## src/rtl/qspi_arb.sv

```systemverilog
// qspi_arb: N-port arbiter in front of the single qspi engine.
// Picks an owner (round-robin, or fixed priority with aging), freezes its context and steers beats/done back.
module qspi_arb #(
  parameter int NREQ        = 3,
  parameter int PA          = 22,
  parameter int LINE_LENGTH = 4,
  parameter int RR          = 1,
  parameter int AGE_MAX     = 15,
  localparam int TW         = PA - $clog2(LINE_LENGTH)
) (
  input  logic               clk,
  input  logic               reset,
  input  logic [NREQ-1:0]    req,
  input  logic [NREQ-1:0]    wr,
  input  logic [NREQ-1:0]    mem,
  input  logic [NREQ*TW-1:0] tag,
  output logic [NREQ-1:0]    grant,
  output logic [NREQ-1:0]    done,
  output logic [NREQ-1:0]    beat,
  output logic               q_req,
  output logic               q_write,
  output logic               q_mem,
  output logic [TW-1:0]      q_tag,
  input  logic               q_ack,
  input  logic               q_beat,
  input  logic               q_done
);

  localparam int IW = (NREQ > 1) ? $clog2(NREQ) : 1;
  localparam int AW = (AGE_MAX > 0) ? $clog2(AGE_MAX + 1) : 1;
  localparam logic [AW-1:0] AGE_SAT = AW'(AGE_MAX);

  typedef enum logic [1:0] {
    S_IDLE,
    S_ISSUE,
    S_XFER,
    S_DONE
  } state_t;

  state_t                   state_q, state_d;
  logic [NREQ-1:0]          grant_q, grant_d;
  logic                     wr_q, wr_d;
  logic                     mem_q, mem_d;
  logic [TW-1:0]            tag_q, tag_d;
  logic [IW-1:0]            ptr_q, ptr_d;
  logic [NREQ-1:0][AW-1:0]  age_q, age_d;

  logic [IW-1:0]            win_idx;
  logic                     win_found;
  logic [IW-1:0]            owner_idx;

  // Winner: two passes give "first at or after ptr, wrapping" (RR) or "aged first, then lowest index".
  always_comb begin
    win_idx   = '0;
    win_found = 1'b0;
    if (RR != 0) begin
      for (int i = 0; i < NREQ; i++) begin
        if (!win_found && req[i] && (IW'(i) >= ptr_q)) begin
          win_idx   = IW'(i);
          win_found = 1'b1;
        end
      end
    end else begin
      for (int i = 0; i < NREQ; i++) begin
        if (!win_found && req[i] && (age_q[i] == AGE_SAT)) begin
          win_idx   = IW'(i);
          win_found = 1'b1;
        end
      end
    end
    for (int i = 0; i < NREQ; i++) begin
      if (!win_found && req[i]) begin
        win_idx   = IW'(i);
        win_found = 1'b1;
      end
    end
  end

  always_comb begin
    owner_idx = '0;
    for (int i = 0; i < NREQ; i++) begin
      if (grant_q[i]) owner_idx = IW'(i);
    end
  end

  always_comb begin
    state_d = state_q;
    grant_d = grant_q;
    wr_d    = wr_q;
    mem_d   = mem_q;
    tag_d   = tag_q;
    ptr_d   = ptr_q;
    age_d   = age_q;
    unique case (state_q)
      S_IDLE: begin
        if (win_found) begin
          state_d          = S_ISSUE;
          grant_d          = '0;
          grant_d[win_idx] = 1'b1;
          wr_d             = wr[win_idx];
          mem_d            = mem[win_idx];
          tag_d            = tag[win_idx*TW +: TW];
          if (RR == 0) begin
            for (int i = 0; i < NREQ; i++) begin
              if ((IW'(i) == win_idx) || !req[i]) begin
                age_d[i] = '0;
              end else if (age_q[i] != AGE_SAT) begin
                age_d[i] = age_q[i] + 1'b1;
              end
            end
          end
        end
      end
      S_ISSUE: begin
        // An ack in the same cycle as the owner dropping req still commits the transfer.
        if (q_ack) begin
          state_d = S_XFER;
        end else if ((req & grant_q) == '0) begin
          state_d = S_IDLE;
          grant_d = '0;
        end
      end
      S_XFER: begin
        if (q_done) state_d = S_DONE;
      end
      S_DONE: begin
        state_d = S_IDLE;
        grant_d = '0;
        if (RR != 0) begin
          ptr_d = (int'(owner_idx) == NREQ - 1) ? '0 : owner_idx + 1'b1;
        end
      end
      default: begin
        state_d = S_IDLE;
        grant_d = '0;
      end
    endcase
  end

  always_ff @(posedge clk or negedge reset) begin
    if (!reset) begin
      state_q <= S_IDLE;
      grant_q <= '0;
      wr_q    <= 1'b0;
      mem_q   <= 1'b0;
      tag_q   <= '0;
      ptr_q   <= '0;
      age_q   <= '0;
    end else begin
      state_q <= state_d;
      grant_q <= grant_d;
      wr_q    <= wr_d;
      mem_q   <= mem_d;
      tag_q   <= tag_d;
      ptr_q   <= ptr_d;
      age_q   <= age_d;
    end
  end

  assign grant   = grant_q;
  assign q_req   = (state_q == S_ISSUE);
  assign q_write = wr_q;
  assign q_mem   = mem_q;
  assign q_tag   = tag_q;
  assign done    = (state_q == S_DONE) ? grant_q : '0;
  assign beat    = (state_q == S_XFER) ? (grant_q & {NREQ{q_beat}}) : '0;

endmodule

```

## config.mk

```make
export PLATFORM = sky130hd
export DESIGN_NAME = qspi_arb
export DESIGN_NICKNAME = d
export VERILOG_FILES = /design/src/rtl/qspi_arb.sv
export SDC_FILE = /design/constraint.sdc
export NUM_CORES = 1
export LEC_CHECK = 0
export BUFFER_PORTS_ARGS = -buffer_cell sky130_fd_sc_hd__buf_2
export CAP_MARGIN = 20
export CORE_MARGIN = 5
export CORE_UTILIZATION = 45
export DETAILED_ROUTE_END_ITERATION = 12
export PLACE_DENSITY = 0.83
export SLEW_MARGIN = 20
export SYNTH_ARGS = -nofsm -noshare
export SYNTH_HDL_FRONTEND = slang
export SYNTH_SLANG_ARGS = --single-unit
```

## constraint.sdc

```tcl
create_clock -name clk -period 2.5 [get_ports clk]
set_input_delay 0 -clock clk [delete_from_list [all_inputs] [get_ports clk]]
set_output_delay 0 -clock clk [all_outputs]
set_load 0.05 [all_outputs]
```

# Yosys cells after proc, flatten, opt, wreduce, memory -nomap -nowiden
# Index checks and enable logic that the tools add are counted.
[totals]
ff_bits = 29
in_bits = 74
word_cells = 76
output_inout_bits = 32
[classes]
n_mul = 1
mux = 31
n_eq_ne = 9
bitwise = 2
n_shift = 1
magnitude_cmp = 5
reduce_logical = 20
n_addsub = 1
[op_table]
columns = ["cell", "count"]
rows = [
  ["variable part select 60 x 8 -> 20 bit", 1],
  ["2-to-1 mux 2 bit", 10],
  ["2-to-1 mux 3 bit", 5],
  ["2-to-1 mux 1 bit", 11],
  ["logical AND 1 bit", 9],
  ["case mux 3 bit (3 select lines)", 1],
  ["case mux 2 bit (4 select lines)", 1],
  ["bitwise AND 3 bit", 2],
  ["equality test 2 bit, second input constant", 3],
  ["!= test 2 bit, second input constant", 3],
  ["zero test 1 bit", 5],
  ["multiplier 2 x 3 -> 5 bit, second input constant", 1],
  ["binary-select mux 1 bit (select 2 bit)", 2],
  [">= comparator 1 x 2 -> 1 bit, first input constant", 2],
  ["AND reduction 4 bit", 1],
  ["zero test 3 bit", 1],
  ["less-than comparator 2 x 3 -> 1 bit, second input constant", 1],
  ["!= test 3 x 1 -> 1 bit, second input constant", 1],
  ["AND reduction 3 bit", 1],
  ["nonzero test 3 bit", 1],
  ["adder 2 x 1 -> 2 bit, second input constant", 1],
  ["demux 1 bit (select 2 bit)", 1],
  ["equality test 2 x 1 -> 1 bit, second input constant", 1],
  [">= comparator 2 x 1 -> 1 bit, second input constant", 1],
  ["other kinds (4)", 4],
]

# Longest topological paths before layout
# Gate-level depths: netlist of run 1.
[depth]
depth_word = 26
depth_mapped = 6
depth_no_buf = 4

# Worst setup path after synthesis of run 1
# Ideal clock, no wire load.
[synth_timing]
path_kind = "register -> register"
startpoint = "register ptr_q[1]"
endpoint = "register tag_q[19], in the netlist q_tag[19]"
t_arrival_ns = 1.354
period_less_slack_ns = 1.495
n_path_buf = 2
path_slack_ns = 1.005
required_ns = 2.359
path_stages_with_launch = 7
setup_time_ns = 0.141
cell_sequence = "dfrtp_1 and3b_1 buf_6 buf_2 a22o_1 a221oi_1 a31oi_1"
[synth_via]
elab_chain_len = 22
elab_cells_between_ends = 30
cone_classes = "1 x mul; 3 x order compare; 1 x shift; 11 x mux; 14 x reduce/logical"
[synth_lines]
columns = ["item", "line_no", "source"]
rows = [
  ["start: declaration", "45", "logic [IW-1:0] ptr_q, ptr_d;"],
  ["start signal: assignment", "155", "ptr_q <= ptr_d;"],
  [">= comparator 1 x 2 -> 1 bit", "58", "if (!win_found && req[i] && (IW'(i) >= ptr_q)) begin"],
  ["logical AND 1 bit", "58", ""],
  ["2-to-1 mux 1 bit", "58", ""],
  ["zero test 1 bit", "58", ""],
  ["logical AND 1 bit (2 in a row)", "58", ""],
  ["2-to-1 mux 1 bit", "58", ""],
  ["zero test 1 bit", "58", ""],
  ["logical AND 1 bit (2 in a row)", "58", ""],
  ["[... 4 more ...]", "-", ""],
  ["zero test 1 bit", "72", "if (!win_found && req[i]) begin"],
  ["logical AND 1 bit", "72", ""],
  ["2-to-1 mux 1 bit", "72", ""],
  ["zero test 1 bit", "72", ""],
  ["logical AND 1 bit", "72", ""],
  ["2-to-1 mux 2 bit", "72", ""],
  ["multiplier 2 x 3 -> 5 bit", "102", "tag_d = tag[win_idx*TW +: TW];"],
  ["variable part select 60 x 8 -> 20 bit", "102", ""],
  ["end signal: assignment", "154", "tag_q <= tag_d;"],
  ["end: declaration", "44", "logic [TW-1:0] tag_q, tag_d;"],
]
# Parallel ways exist; a longest one is shown, timed or not.
# A chain may end at the register's enable or synchronous reset.

# Worst setup path after layout of run 1
[layout_timing]
startpoint = "register ptr_q[0]"
endpoint = "register tag_q[19], in the netlist q_tag[19]"
# Same word-level chain as after synthesis.

==> out/qor.yml, run 1 <==
synthesis:
  netlist_instances: 205
  synth_nets: 279
  ys_types: 35
  synth_area_sq_mm: 0.001894
  syn_avg_cell_area_sq_um: 9.241
  synth.area.top_cells: "dfrtp_1, a22o_1, a221oi_2, a31oi_1, nand2_1"
  synth_warnings: 0
  synth_seq_cells: 29
  synth_area_leader_cell: "dfrtp_1"
  ys_seq_area_frac: 0.3831
  synth_top_area_frac: 0.3831
clock_tree:
  cts_num_sinks: 29
  clkTransAtPathRegs_ns: 0.07
  clkLatencyLatePin_ns: 0.28
  postCtsSetupBuffers: 0
  cts_tree: "done"
  cts_root_buffer: "clkbuf_8"
  htree_levels: 2
  cts_buffer_depth: 2
  cts_buffers: 5
  post_cts_resized: 0
placed_design:
  placedCellCount: 348
  dp_hpwl_mm: 4.209
  routabilityCongestion: 0.8378
  place_area_sq_mm: 0.002424
  port-buffer-count: 105
floorplanning:
  die_y_um: 74.88
  die_w_um: 74.88
  rows: 23
  initial_core_util: 0.4702
  ioPinCount: 106
  die_area_sq_mm: 0.005607
  core_sq_mm: 0.004029
finish:
  design_area_sq_mm: 0.002761
  final_util: 0.6854
  num_antenna_cells: 0
  layout.nets: 404
  syn_to_final_growth_pct: 45.77
  fin_cells: 381
  drive_gt1_frac: 0.3988
route:
  ant_nets: 0
  drt-pass1-iter-count: 4
  vias_per_cell: 5.638
  wl_per_cell_um: 15.81
  drcViolationCount: 0
  drt_iter0_drc: 161
  wirelength_mm: 6.024
  vias: 2148
worst_setup_path:
  cp_data_arrival_time_ns: 2.18
  end_kind: "flop"
  critPathRequiredTime_ns: 2.64
  rrSetupSlack_ns: 0.45
  critPathMaxFanout: 14
  critPathKind: "flop to flop"
  cp-start-kind: "flop"
timing:
  maxClockFrequency_mhz: 488.7
  hold_violations: 0
  fin_skew_ns: 0.005114
  finalCritPeriodShare: 0.8186
  fin_setup_tns_ns: 0
  worst_pin_slew_ns: 0.7367
  rsz0062_at_grt: "false"
  finalMaxSlewViolations: 0
  setup-violations-final: 0
  fin_crit_ns: 2.046
  slew_headroom: 0.5089
grt:
  track_usage: 0.2294
  grt_pass1_wl_mm: 9.998
  antenna_found_initial: 0
  grt_max_degree: 46
  grt_remaining_overflow: 0
  grt_pass1_vias: 2164
power:
  ir_drop_v: 0.0006112
  powerDensity_mw_per_mm2: 1194
  leakage_nw: 1.311
run:
  maxCapViolCount: 0
worst_hold_path:
  min_path_type: "input port to flop"
status:
  status: "complete, no violations"
## timing repair
action / CTS / global route
setup endpoints to repair: 0 / 0
hold buffers: 24 / 0
endpoints found under the hold margin: 53 / 0
## cell usage in the layout (no fill, tap or decap), types with 2 or more instances in the layout
cell,instances
inv_1,7
and2_1,3
and2b_1,2
o31a_1,2
a31oi_1,22
buf_2,105
dfrtp_1,29
nand2_1,29
a21oi_1,3
buf_4,5
a221oi_1,12
clkbuf_8,5
dlygate4sd3_1,24
a221oi_2,10
nor2_1,24
nor3_4,2
a22o_1,22
clkinv_2,2
and3_1,3
o21ai_0,3
## registers in the layout (all words and copies together) (netlist names), named ones only
register and cells:
q_mem 1, grant 3, ptr_q 2, q_write 1, q_tag 20, state_q 1
## layout make-up
type                            instances  area, sq um
Timing Repair Buffer                  135        818.3
Tap cell                               50        62.56
Inverter                                7        26.28
Fill cell                             333         1267
Sequential cell                        29        725.7
Multi-Input combinational cell        152         1046
Clock inverter                          2        10.01
Clock buffer                            6        72.57
## cell usage after synthesis, drive strengths merged
library cell	n
nand2	29
a21oi	3
or2b	1
o22a	1
a222oi	1
nor2	25
and3b	1
o2111ai	1
clkbuf	9
o32ai	1
a221oi	22
inv	7
nand2b	1
and3	3
o211a	1
a21boi	1
dfrtp	29
o31ai	1
nor3	3
and2b	2
and2	3
a22o	22
o21ai	4
a31oi	22
a211oi	1
o311ai	1
buf	8
o31a	2
## critical path, cell delays in order (launching register included)
cell and delay, ns:
dfrtp_1 0.41, and3b_1 0.65, a211oi_4 0.16, buf_4 0.24
a221oi_1 0.31, a31oi_1 0.13
## where the power goes
| part | internal (mW) | switching (mW) | leakage, nW |
|---|---|---|---|
| Combinational | 0.611 | 1.42 | 0.930 |
| Clock | 0.192 | 0.179 | 0.0450 |
| Sequential | 0.706 | 0.185 | 0.336 |
| Total | 1.51 | 1.79 | 1.31 |
## cell families after synthesis
kind of cell	share of synthesized area
AND/OR/NAND/NOR	0.1631
buffers and inverters	0.06935
flip-flops	0.3831
AO/OA/AOI/OAI	0.3844
## per-layer routing
metal / part of all wire / track usage / up-vias
met5: 0 / 0 / -
met4: 0.013 / 0.06126 / 0
met3: 0.075 / 0.05874 / 8
met2: 0.50 / 0.3878 / 76
met1: 0.41 / 0.2912 / 1027
li1: - / - / 1037
## per-stage QoR
stage | worst slack, ns | hold slack (ns) | total power, mW
after global placement | 0.3672 | 0.06726 | 2.852
after CTS | 0.2998 | 0.007410 | 3.286
after floorplan | 1.005 | -0.2956 | 2.428
after detailed placement | 0.3140 | 0.07297 | 2.886
after global routing | 0.3207 | 0.01351 | 3.527
final | 0.4536 | 0.01549 | 3.296
## path summary, 6_finish.rpt
kind	from	depth (start not counted)	endpoint
worst max-delay path	ptr_q[0]$_DFFE_PN0P_	5	q_tag[19]$_DFFE_PN0P_
worst min-delay path	q_done	3	state_q[0]$_DFFE_PN0P_
worst max register to register	ptr_q[0]$_DFFE_PN0P_	5	q_tag[19]$_DFFE_PN0P_
worst min register to register	q_tag[2]$_DFFE_PN0P_	2	q_tag[2]$_DFFE_PN0P_
max in group asynchronous	reset	2	q_tag[6]$_DFFE_PN0P_
min in group asynchronous	reset	2	q_tag[19]$_DFFE_PN0P_
Power figures use the tool's default switching activity.
==> inputs of run 2 (changes only) <==
--- a/config.mk
+++ b/config.mk
@@ -5,12 +5,13 @@
 export SDC_FILE = /design/constraint.sdc
 export NUM_CORES = 1
 export LEC_CHECK = 0
+export ABC_AREA = 1
 export BUFFER_PORTS_ARGS = -buffer_cell sky130_fd_sc_hd__buf_2
 export CAP_MARGIN = 20
 export CORE_MARGIN = 5
 export CORE_UTILIZATION = 45
 export DETAILED_ROUTE_END_ITERATION = 12
-export PLACE_DENSITY = 0.83
+export PLACE_DENSITY = 0.81
 export SLEW_MARGIN = 20
 export SYNTH_ARGS = -nofsm -noshare
 export SYNTH_HDL_FRONTEND = slang
==> constraint.sdc (replaced) <==
create_clock -name clk -period 2.1 [get_ports clk]
set_input_delay 0 -clock clk [delete_from_list [all_inputs] [get_ports clk]]
set_output_delay 0 -clock clk [all_outputs]
set_load 0.05 [all_outputs]
==> run 2 against run 1 <==
  * Die area increased by 11%
  * First-iteration DRC count grew 18%
  * Critical path depth grew 2
  * Sequential share of layout area about the same
  * Register-to-register slack worse by 0.33 ns
  * Clock skew barely moved
  * Highest routed layer unchanged
  * Power is 25% higher
  * Core utilization shrank 9.4 points
==> out/qor.yml, run 2 <==
timing:
  maxClockFrequency_mhz: 505.8  # was 488.7 MHz
  fin_setup_tns_ns: 0  # unchanged
  worst_pin_slew_ns: 0.6727  # was 0.7367 ns
  finalCritPeriodShare: 0.9415  # was 0.8186
  fin_skew_ns: 0.005105  # was 0.005114 ns
  rsz0062_at_grt: "false"  # unchanged
  slew_headroom: 0.5516  # was 0.5089
  setup-violations-final: 0  # unchanged
  fin_crit_ns: 1.977  # was 2.046 ns
  finalMaxSlewViolations: 0  # unchanged
  hold_violations: 0  # unchanged
worst_setup_path:
  cp_slowest_cell: "o31ai_4"  # was and3b_1
  r2r_start: "ptr_q[1]$_DFFE_PN0P_"  # was ptr_q[0]$_DFFE_PN0P_
  cp_top_family: "compound AO/OA/AOI/OAI gates"  # was simple AND/OR/NAND/NOR gates
  critPathKind: "flop to flop"  # unchanged
  cp_slowest_stage_delay_ns: 0.60  # was 0.65 ns
  critPathRequiredTime_ns: 2.27  # was 2.64 ns
  reg2regPathDepth: 7  # was 5
  r2r_end: "q_tag[4]$_DFFE_PN0P_"  # was q_tag[19]$_DFFE_PN0P_
  end_kind: "flop"  # unchanged
  cp-start-kind: "flop"  # unchanged
  critPathMaxFanout: 22  # was 14
  worst-path-buf-inv: 2  # was 1
  rrSetupSlack_ns: 0.12  # was 0.45 ns
  cp_data_arrival_time_ns: 2.15  # was 2.18 ns
  path_cells: "inv_2 -> nand2_4 -> nand2_4 -> o31ai_4 -> inv_2 -> nand2_1 -> a21oi_2"  # was and3b_1 -> a211oi_4 -> buf_4 -> a221oi_1 -> a31oi_1
floorplanning:
  die_area_sq_mm: 0.006250  # was 0.005607 sq mm
  initial_core_util: 0.4604  # was 0.4702
  core_sq_mm: 0.004661  # was 0.004029 sq mm
  die_w_um: 79.06  # was 74.88 um
  rows: 25  # was 23
  ioPinCount: 106  # unchanged
  die_y_um: 79.06  # was 74.88 um
synthesis:
  synth_nets: 388  # was 279
  ys_seq_area_frac: 0.3382  # was 0.3831
  postSynth.asyncResetShare: 1.000  # unchanged
  synth_top_area_frac: 0.3382  # was 0.3831
  synth.area.top_cells: "dfrtp_1, nand2_1, nand3_1, nor2_1, a21oi_2"  # was dfrtp_1, a22o_1, a221oi_2, a31oi_1, nand2_1
  ys_types: 29  # was 35
  synth_seq_cells: 29  # unchanged
  synthTopCellsByCount: "nand2_1, nor2_1, nand3_1"  # was dfrtp_1, nand2_1, nor2_1
  synth.most_common_cell: "nand2_1"
  syn_avg_cell_area_sq_um: 6.834  # was 9.241 sq um
  synth_enable_flop_cells: 0  # unchanged
  synth_warnings: 0  # unchanged
  netlist_instances: 314  # was 205
  synth_area_leader_cell: "dfrtp_1"  # unchanged
  synthFlopType: "dfrtp_1"  # unchanged
  synth_area_sq_mm: 0.002146  # was 0.001894 sq mm
power:
  leakage_nw: 1.603  # was 1.311 nW
  swShare: 0.5600  # was 0.5418
  power_frac_seq: 0.242  # was 0.271
  powerDensity_mw_per_mm2: 1490  # was 1194 mW/mm^2
  power.internal_mw: 1.806  # was 1.510 mW
  p_switching_mw: 2.299  # was 1.786 mW
  pwr-share-clk: 0.127  # was 0.113
  combinationalPowerShare: 0.632  # was 0.617
  ir_drop_v: 0.0007222  # was 0.0006112 V
clock_tree:
  clkTransAtPathRegs_ns: 0.06  # was 0.07 ns
  cts_root_buffer: "clkbuf_8"  # unchanged
  cts_tree: "done"  # unchanged
  cts_buffer_depth: 2  # unchanged
  cts_buffers: 5  # unchanged
  cts_num_sinks: 29  # unchanged
  clkLatencyLatePin_ns: 0.28  # about the same
  htree_levels: 2  # unchanged
grt:
  antenna_found_initial: 0  # unchanged
  grt_pass1_vias: 2348  # was 2164
  grt_max_degree: 30  # was 46
  grt_pass1_wl_mm: 10.60  # was 9.998 mm
  track_usage: 0.2162  # was 0.2294
  grt_remaining_overflow: 0  # unchanged
finish:
  largest_reg_flops: 20  # unchanged
  n_fill_cell: 432  # was 333
  layout_common_cells: "buf_2, nand2_1, nor2_1, nand3_1, inv_1"  # was buf_2, nand2_1, dfrtp_1, nor2_1, dlygate4sd3_1
  design_area_sq_mm: 0.002756  # was 0.002761 sq mm
  layout_commonest_cell: "buf_2"  # unchanged
  syn_to_final_growth_pct: 28.45  # was 45.77%
  num_antenna_cells: 0  # unchanged
  drive_gt1_frac: 0.3510  # was 0.3988
  layout.nets: 489  # was 404
route:
  drt_iter0_drc: 190  # was 161
  wl_per_cell_um: 14.22  # was 15.81 um
  drt-pass1-iter-count: 4  # unchanged
  ant_nets: 0  # unchanged
  wirelength_mm: 6.684  # was 6.024 mm
  drcViolationCount: 0  # unchanged
  vias: 2394  # was 2148
  vias_per_cell: 5.094  # was 5.638
placed_design:
  port-buffer-count: 105  # unchanged
  dp_hpwl_mm: 4.732  # was 4.209 mm
  routabilityCongestion: 0.7830  # was 0.8378
  place_area_sq_mm: 0.002614  # was 0.002424 sq mm
worst_hold_path:
  min_path_type: "input port to flop"  # unchanged
  hold_end: "state_q[0]$_DFFE_PN0P_"  # unchanged
  holdPathStages: 3  # unchanged
  min_from: "q_done"  # unchanged
run:
  maxCapViolCount: 0  # unchanged
status:
  status: "complete, no violations"  # unchanged
run 2: changes by cell type after synthesis, moves of 4 or more:
cell      delta
clkbuf_1     -8
nand2_1     +59
nand3_1     +48
clkinv_1     +4
a21oi_2     +18
a22o_1      -22
nor2_1      +26
a221oi_1    -12
nor3_1       +4
a221oi_2    -10
inv_1       +24
a31oi_1     -22
run 2: cell type report:
| cell class | instances | area [sq um] | share of cell area |
|---|---|---|---|
| well taps | 54 | 67.56 | 0.02451 |
| inverters | 38 | 145.1 | 0.05266 |
| multi-input cells | 231 | 1149 | 0.4167 |
| flip-flops and latches | 29 | 725.7 | 0.2633 |
| repair buffers | 110 | 568.0 | 0.2061 |
| clock inverters | 1 | 5.005 | 0.001816 |
| clock buffers | 7 | 96.34 | 0.03495 |
run 2: metal layers:
metal  up-vias  GRT usage  wire length, um
met5         -          0                0
met1      1091     0.2562             2627
li1       1192          -                -
met2        96     0.3721             3426
met3        15    0.05102              500
met4         0    0.09278              130
run 2: kinds of logic (layout without fill, tap and decap cells):
| family | after synthesis | count (layout) | synth area share |
|---|---|---|---|
| flops | 29 | 29 | 0.3382 |
| compound gates | 30 | 31 | 0.1184 |
| buf+inv | 55 | 156 | 0.1364 |
| simple gates | 200 | 200 | 0.4070 |
run 2: what timing repair did:
action / 4_1_cts / 5_1_grt
gates cloned: 1 / 0
setup endpoints to repair: 22 / 2
buffers inserted: 0 / 0
hold endpoints to repair: 31 / 0
hold buffers: 2 / 0
pin swaps: 1 / 0
resized for setup: 0 / 1
run 2: worst max path at each step:
| stage | from | depth (start not counted) | end |
|---|---|---|---|
| 3_5_place_dp | ptr_q[1]$_DFFE_PN0P_ | 7 | q_tag[14]$_DFFE_PN0P_ |
| 3_3_place_gp | ptr_q[1]$_DFFE_PN0P_ | 7 | q_tag[0]$_DFFE_PN0P_ |
| 4_1_cts | ptr_q[1]$_DFFE_PN0P_ | 7 | q_tag[14]$_DFFE_PN0P_ |
| 2_1_floorplan | state_q[0]$_DFFE_PN0P_ | 6 | grant[0]$_DFFE_PN0P_ |
| 6_report | ptr_q[1]$_DFFE_PN0P_ | 7 | q_tag[4]$_DFFE_PN0P_ |
| 5_1_grt | ptr_q[1]$_DFFE_PN0P_ | 7 | q_tag[14]$_DFFE_PN0P_ |
run 2: power by group through the flow:
stage	Sequential (mW)	Clock (mW)	Combinational [mW]
6_report	0.992	0.520	2.59
5_1_grt	1.03	0.560	2.79
4_1_cts	0.992	0.526	2.60
3_5_place_dp	1.00	0	2.58
3_3_place_gp	0.983	0	2.54
2_1_floorplan	1.81	0	1.29
run 2: worst register-to-register path, cell delays in order (launching register included):
cell	delay, ns
dfrtp_1	0.41
inv_2	0.10
nand2_4	0.08
nand2_4	0.08
o31ai_4	0.60
inv_2	0.34
nand2_1	0.19
a21oi_2	0.06
run 2: through the flow:
stage	power [mW]	hold WS [ns]	cells	worst slack (ns)	util
floorplan	3.100	-0.2956	314	0.1966	-
CTS	4.115	0.01638	470	0.1603	0.5895
detailed placement	3.580	0.07534	459	-0.03747	0.5608
global placement	3.526	0.06884	459	-0.01127	0.5608
global route	4.383	0.03752	470	0.02263	0.5914
finish	4.106	0.02739	470	0.1229	0.5914
